===== src/rtl/beep_sched.sv =====
// Buzzer scheduler: latches key/UART/alarm requests, picks the highest-priority
// pending source and plays its fixed on/off beep pattern as a square-wave tone.
module beep_sched #(
   parameter logic [15:0] TONE_HALF = 16'd12_500,
   parameter logic [23:0] UNIT_MAX  = 24'd4_999_999
) (
   input  logic       sys_clk,
   input  logic       sys_rst_n,
   input  logic [2:0] req,
   input  logic       stop,
   output logic       beep,
   output logic [2:0] grant,
   output logic       busy,
   output logic       done
);

   typedef enum logic [1:0] {IDLE, ON, OFF, GAP} state_t;

   state_t      state_reg;
   logic [2:0]  pend_reg;
   logic [23:0] unit_cnt_reg;
   logic [2:0]  ph_cnt_reg;
   logic [2:0]  beep_cnt_reg;
   logic [15:0] tone_cnt_reg;
   logic        beep_reg;
   logic [2:0]  grant_reg;
   logic        busy_reg;
   logic        done_reg;

   // Pattern tables, stored as "last index" so they compare directly with counters.
   function automatic logic [2:0] on_last(input logic [2:0] g);
      case (g)
         3'b100:  return 3'd2;
         default: return 3'd0;
      endcase
   endfunction

   function automatic logic [2:0] off_last(input logic [2:0] g);
      case (g)
         3'b100:  return 3'd1;
         default: return 3'd0;
      endcase
   endfunction

   function automatic logic [2:0] beeps_last(input logic [2:0] g);
      case (g)
         3'b100:  return 3'd4;
         3'b010:  return 3'd1;
         default: return 3'd0;
      endcase
   endfunction

   logic [2:0] top_pend;
   logic [2:0] above_grant;
   logic [2:0] ph_last;
   logic [2:0] pend_clr;
   logic       preempt;
   logic       start;
   logic       unit_tick;
   logic       phase_end;
   logic       last_beep;
   logic       tone_wrap;

   always_comb begin
      top_pend = 3'b000;
      if (pend_reg[2])
         top_pend = 3'b100;
      else if (pend_reg[1])
         top_pend = 3'b010;
      else if (pend_reg[0])
         top_pend = 3'b001;
   end

   // above_grant[i] is set when source i outranks the source now playing.
   genvar gi;
   generate
      for (gi = 0; gi < 3; gi++) begin : g_above
         if (gi == 0) begin : g_lsb
            assign above_grant[gi] = 1'b0;
         end else begin : g_up
            assign above_grant[gi] = |grant_reg[gi-1:0];
         end
      end
   endgenerate

   always_comb begin
      ph_last = 3'd0;
      case (state_reg)
         ON:      ph_last = on_last(grant_reg);
         OFF:     ph_last = off_last(grant_reg);
         default: ph_last = 3'd0;
      endcase
   end

   assign preempt   = ((state_reg == ON) || (state_reg == OFF)) && |(pend_reg & above_grant);
   assign start     = ((state_reg == IDLE) && |pend_reg) || preempt;
   assign unit_tick = (unit_cnt_reg == UNIT_MAX);
   assign phase_end = unit_tick && (ph_cnt_reg == ph_last) && (state_reg != IDLE);
   assign last_beep = (beep_cnt_reg == beeps_last(grant_reg));
   assign tone_wrap = (tone_cnt_reg == TONE_HALF - 16'd1);
   assign pend_clr  = start ? top_pend : 3'b000;

   always_ff @(posedge sys_clk) begin
      // stop behaves like reset: everything, including pending requests, is dropped.
      if (!sys_rst_n || stop) begin
         state_reg    <= IDLE;
         pend_reg     <= 3'b000;
         unit_cnt_reg <= 24'd0;
         ph_cnt_reg   <= 3'd0;
         beep_cnt_reg <= 3'd0;
         tone_cnt_reg <= 16'd0;
         beep_reg     <= 1'b0;
         grant_reg    <= 3'b000;
         busy_reg     <= 1'b0;
         done_reg     <= 1'b0;
      end else begin
         done_reg <= 1'b0;
         // A request arriving on the granting edge survives, so it replays later.
         pend_reg <= (pend_reg & ~pend_clr) | req;

         if (start || phase_end || (state_reg == IDLE)) begin
            unit_cnt_reg <= 24'd0;
            ph_cnt_reg   <= 3'd0;
         end else begin
            unit_cnt_reg <= unit_tick ? 24'd0 : unit_cnt_reg + 24'd1;
            if (unit_tick)
               ph_cnt_reg <= ph_cnt_reg + 3'd1;
         end

         if (start) begin
            state_reg    <= ON;
            grant_reg    <= top_pend;
            busy_reg     <= 1'b1;
            beep_reg     <= 1'b1;
            tone_cnt_reg <= 16'd0;
            beep_cnt_reg <= 3'd0;
         end else begin
            case (state_reg)
               ON: begin
                  if (phase_end) begin
                     beep_reg     <= 1'b0;
                     tone_cnt_reg <= 16'd0;
                     if (last_beep) begin
                        state_reg <= GAP;
                        done_reg  <= 1'b1;
                     end else begin
                        state_reg <= OFF;
                     end
                  end else if (tone_wrap) begin
                     tone_cnt_reg <= 16'd0;
                     beep_reg     <= ~beep_reg;
                  end else begin
                     tone_cnt_reg <= tone_cnt_reg + 16'd1;
                  end
               end
               OFF: begin
                  if (phase_end) begin
                     state_reg    <= ON;
                     beep_reg     <= 1'b1;
                     tone_cnt_reg <= 16'd0;
                     beep_cnt_reg <= beep_cnt_reg + 3'd1;
                  end
               end
               GAP: begin
                  if (phase_end) begin
                     state_reg <= IDLE;
                     grant_reg <= 3'b000;
                     busy_reg  <= 1'b0;
                  end
               end
               default: begin
               end
            endcase
         end
      end
   end

   assign beep  = beep_reg;
   assign grant = grant_reg;
   assign busy  = busy_reg;
   assign done  = done_reg;

endmodule


===== config.mk =====
export PLATFORM = sky130hd
export DESIGN_NAME = beep_sched
export DESIGN_NICKNAME = d
export VERILOG_FILES = /design/src/rtl/beep_sched.sv
export SDC_FILE = /design/constraint.sdc
export NUM_CORES = 1
export LEC_CHECK = 0
export CORE_MARGIN = 1.5
export CORE_UTILIZATION = 28
export CTS_CLUSTER_SIZE = 40
export DETAILED_ROUTE_END_ITERATION = 7
export PLACE_DENSITY = 0.53
export SETUP_SLACK_MARGIN = 0.02
export SKIP_CTS_REPAIR_TIMING = 1
export SLEW_MARGIN = 40
export SYNTH_ARGS = -nofsm -noshare
export SYNTH_HDL_FRONTEND = slang
export SYNTH_SLANG_ARGS = --single-unit

===== constraint.sdc =====
create_clock -name sys_clk -period 3.6 [get_ports sys_clk]
set_input_delay 0.36 -clock sys_clk [delete_from_list [all_inputs] [get_ports sys_clk]]
set_output_delay 0.36 -clock sys_clk [all_outputs]
set_load 0.01 [all_outputs]

==> results.json <==
{
  "status": "complete, no violations",
  "die-area_mm2": 0.0124,
  "cts_buffer_depth": 2,
  "final_nets": 412,
  "synth_flop_cell": "dfxtp_1",
  "irDropWorstVdd_uv": 216,
  "routed_wl_um": 7720,
  "fillCellCount": 1208,
  "cts-htree-levels": 3,
  "cp_data_arrival_time_ps": 2870,
  "hold_viol_final": 0,
  "critPathMaxFanout": 13,
  "final_util": 0.336,
  "port_buffers": 11,
  "regArea_mm2": 0.00114,
  "critPathCaptureType": "register",
  "rows": 39,
  "start_util": 0.287,
  "postRouteAntennaNets": 0,
  "cp_slowest_cell": "o211ai_2",
  "place_congestion": 0.813,
  "num_antenna_cells": 0,
  "hold_ws_ps": 489,
  "timing.fmax_ghz": 0.371,
  "dr.first_iter.drc_count": 82,
  "syn_area_mm2": 0.00328,
  "largest_reg_flops": 24,
  "grt_pass1_vias": 2782,
  "p_leak_uw": 0.00114,
  "async_reset_ff_frac": 0,
  "yosysWarnings": 0,
  "critPathRequiredTime_ps": 3780,
  "crit_type": "reg2reg",
  "grt_pass1_wl_um": 13400,
  "cts_tree": "yes",
  "ios": 12,
  "dieWidth_um": 111,
  "synth-edff-count": 0,
  "p_per_area_mw_per_mm2": 434,
  "worstMarginPinSlew_ps": 784,
  "ys_seq_elements": 57,
  "multiInputGateArea_mm2": 0.00195,
  "synth_fp_nets": 405,
  "synth_seq_area_share": 0.348,
  "fin_tns_setup_ps": 0,
  "finalSetupViolations": 0,
  "slew_violations": 0,
  "drive_above_1_share": 0.0697,
  "cts.sinks": 57,
  "first_pass_iters": 4,
  "area_growth_pct": 16.8,
  "max_slew_margin": 0.476,
  "layout_common_cells": "57 x dfxtp_1, 45 x nor2_1, 24 x inv_1",
  "via_per_inst": 5.25,
  "placed_cells": 530,
  "yosysUniqueCellTypes": 62,
  "avgSynthCellArea_um2": 8.39,
  "stdcell_count": 545,
  "cp-start-kind": "register",
  "period_needed_ps": 2690,
  "grt.overflow.total": 0,
  "crit_buf_inv": 1,
  "critPathMaxStageDelay_ps": 590,
  "rsz0062_at_grt": "no",
  "grt_usage": 0.131,
  "place_ws_ps": 874,
  "critical_path.top_delay_family": "compound AO/OA/AOI/OAI gates",
  "post-route-drc-count": 0,
  "hold_class": "reg2reg",
  "clock_skew_ps": 11.8,
  "drv_cap": 0,
  "clk_latency_ps": 320,
  "syn_inst": 391,
  "hpwl_um": 5300,
  "cts.clk_slew.worst_paths_ps": 50,
  "wl_per_cell_um": 14.2,
  "num_vias": 2862,
  "final_common_cell": "dfxtp_1",
  "core_mm2": 0.0114,
  "antenna_found_initial": 0,
  "root_buffer": "clkbuf_16",
  "setup_slack_ps": 906,
  "grt_start_max_net_pins": 24,
  "numCtsBuffers": 9,
  "worstPathCellList": "inv_1, ha_1, nand4b_1, nor4b_4, o311ai_2, o211ai_2, o221ai_1",
  "period_share": 0.748,
  "die_h_um": 111
}
area by class of cell:
cell class,instances,area share
well taps,143,0.0467
multi-input cells,291,0.509
clock inverters,2,0.0157
clock buffers,13,0.0705
flip-flops and latches,57,0.298
repair buffers,15,0.0366
inverters,24,0.0235
final timing paths:
check / startpoint / endpoint / slack (ps) / depth (start not counted)
setup reg to reg: state_reg[1]$_SDFFE_PP0P_ / tone_cnt_reg[7]$_SDFFE_PP0P_ / 910 / 7
hold reg to reg: busy$_SDFFE_PP0P_ / busy$_SDFFE_PP0P_ / 490 / 2
hold / removal: busy$_SDFFE_PP0P_ / busy$_SDFFE_PP0P_ / 490 / 2
setup / recovery: state_reg[1]$_SDFFE_PP0P_ / tone_cnt_reg[7]$_SDFFE_PP0P_ / 910 / 7
metrics by stage:
step                total power (uW)  instance area (um2)
floorplan                        710                 3280
global placement                 737                 3500
detailed placement               737                 3500
CTS                             1690                 3830
global route                    1720                 3830
finish                          1660                 3830
worst register-to-register path: stages (launching register included):
cell and delay (ps):
dfxtp_1 410, inv_1 90, ha_1 440, nand4b_1 210, nor4b_4 430, o311ai_2 170
o211ai_2 590, o221ai_1 190
report_power, final:
group	internal (uW)	total, uW	switching, uW
logic	30.9	80.9	50.1
registers	637	643	5.66
clock network	658	940	282
total	1330	1660	337
metal layers:
metal  routed length, um  share of wire  track usage
met1                3810           0.49        0.176
met2                3600           0.47        0.207
met3                 201          0.026       0.0284
met4                 110          0.014       0.0489
met5                   0              0            0
logic make-up after synthesis:
logic type,Yosys count,share of synthesized area
AOI/OAI and AO/OA,75,0.177
xor gates and xnor gates,25,0.0667
adders and majority gates,8,0.0305
buffers and inverters,43,0.0576
DFF,57,0.348
muxes,2,0.00610
and+or+nand+nor,181,0.315
Yosys cell counts, types with 3 or more instances:
cell | number | area share
clkbuf_1 | 10 | 0.011
nand3_1 | 18 | 0.027
o21ai_0 | 4 | 0.0061
or3_1 | 5 | 0.0095
and2_1 | 3 | 0.0057
nor4bb_1 | 4 | 0.012
o311a_1 | 3 | 0.0092
ha_1 | 8 | 0.031
and4_1 | 3 | 0.0080
nand2_1 | 18 | 0.021
nand4_1 | 21 | 0.040
xor2_1 | 4 | 0.011
a21oi_1 | 15 | 0.023
buf_2 | 4 | 0.0061
inv_1 | 24 | 0.027
o21ai_1 | 8 | 0.012
o21a_1 | 6 | 0.014
dfxtp_1 | 57 | 0.35
nor4_1 | 12 | 0.023
nor2_1 | 45 | 0.051
nor3_1 | 19 | 0.029
o211ai_1 | 8 | 0.018
nor2b_1 | 4 | 0.0076
o2111ai_1 | 5 | 0.013
buf_6 | 3 | 0.010
xnor2_1 | 21 | 0.056
and3_1 | 8 | 0.015
nor4b_1 | 8 | 0.021
Power figures use the tool's default switching activity.
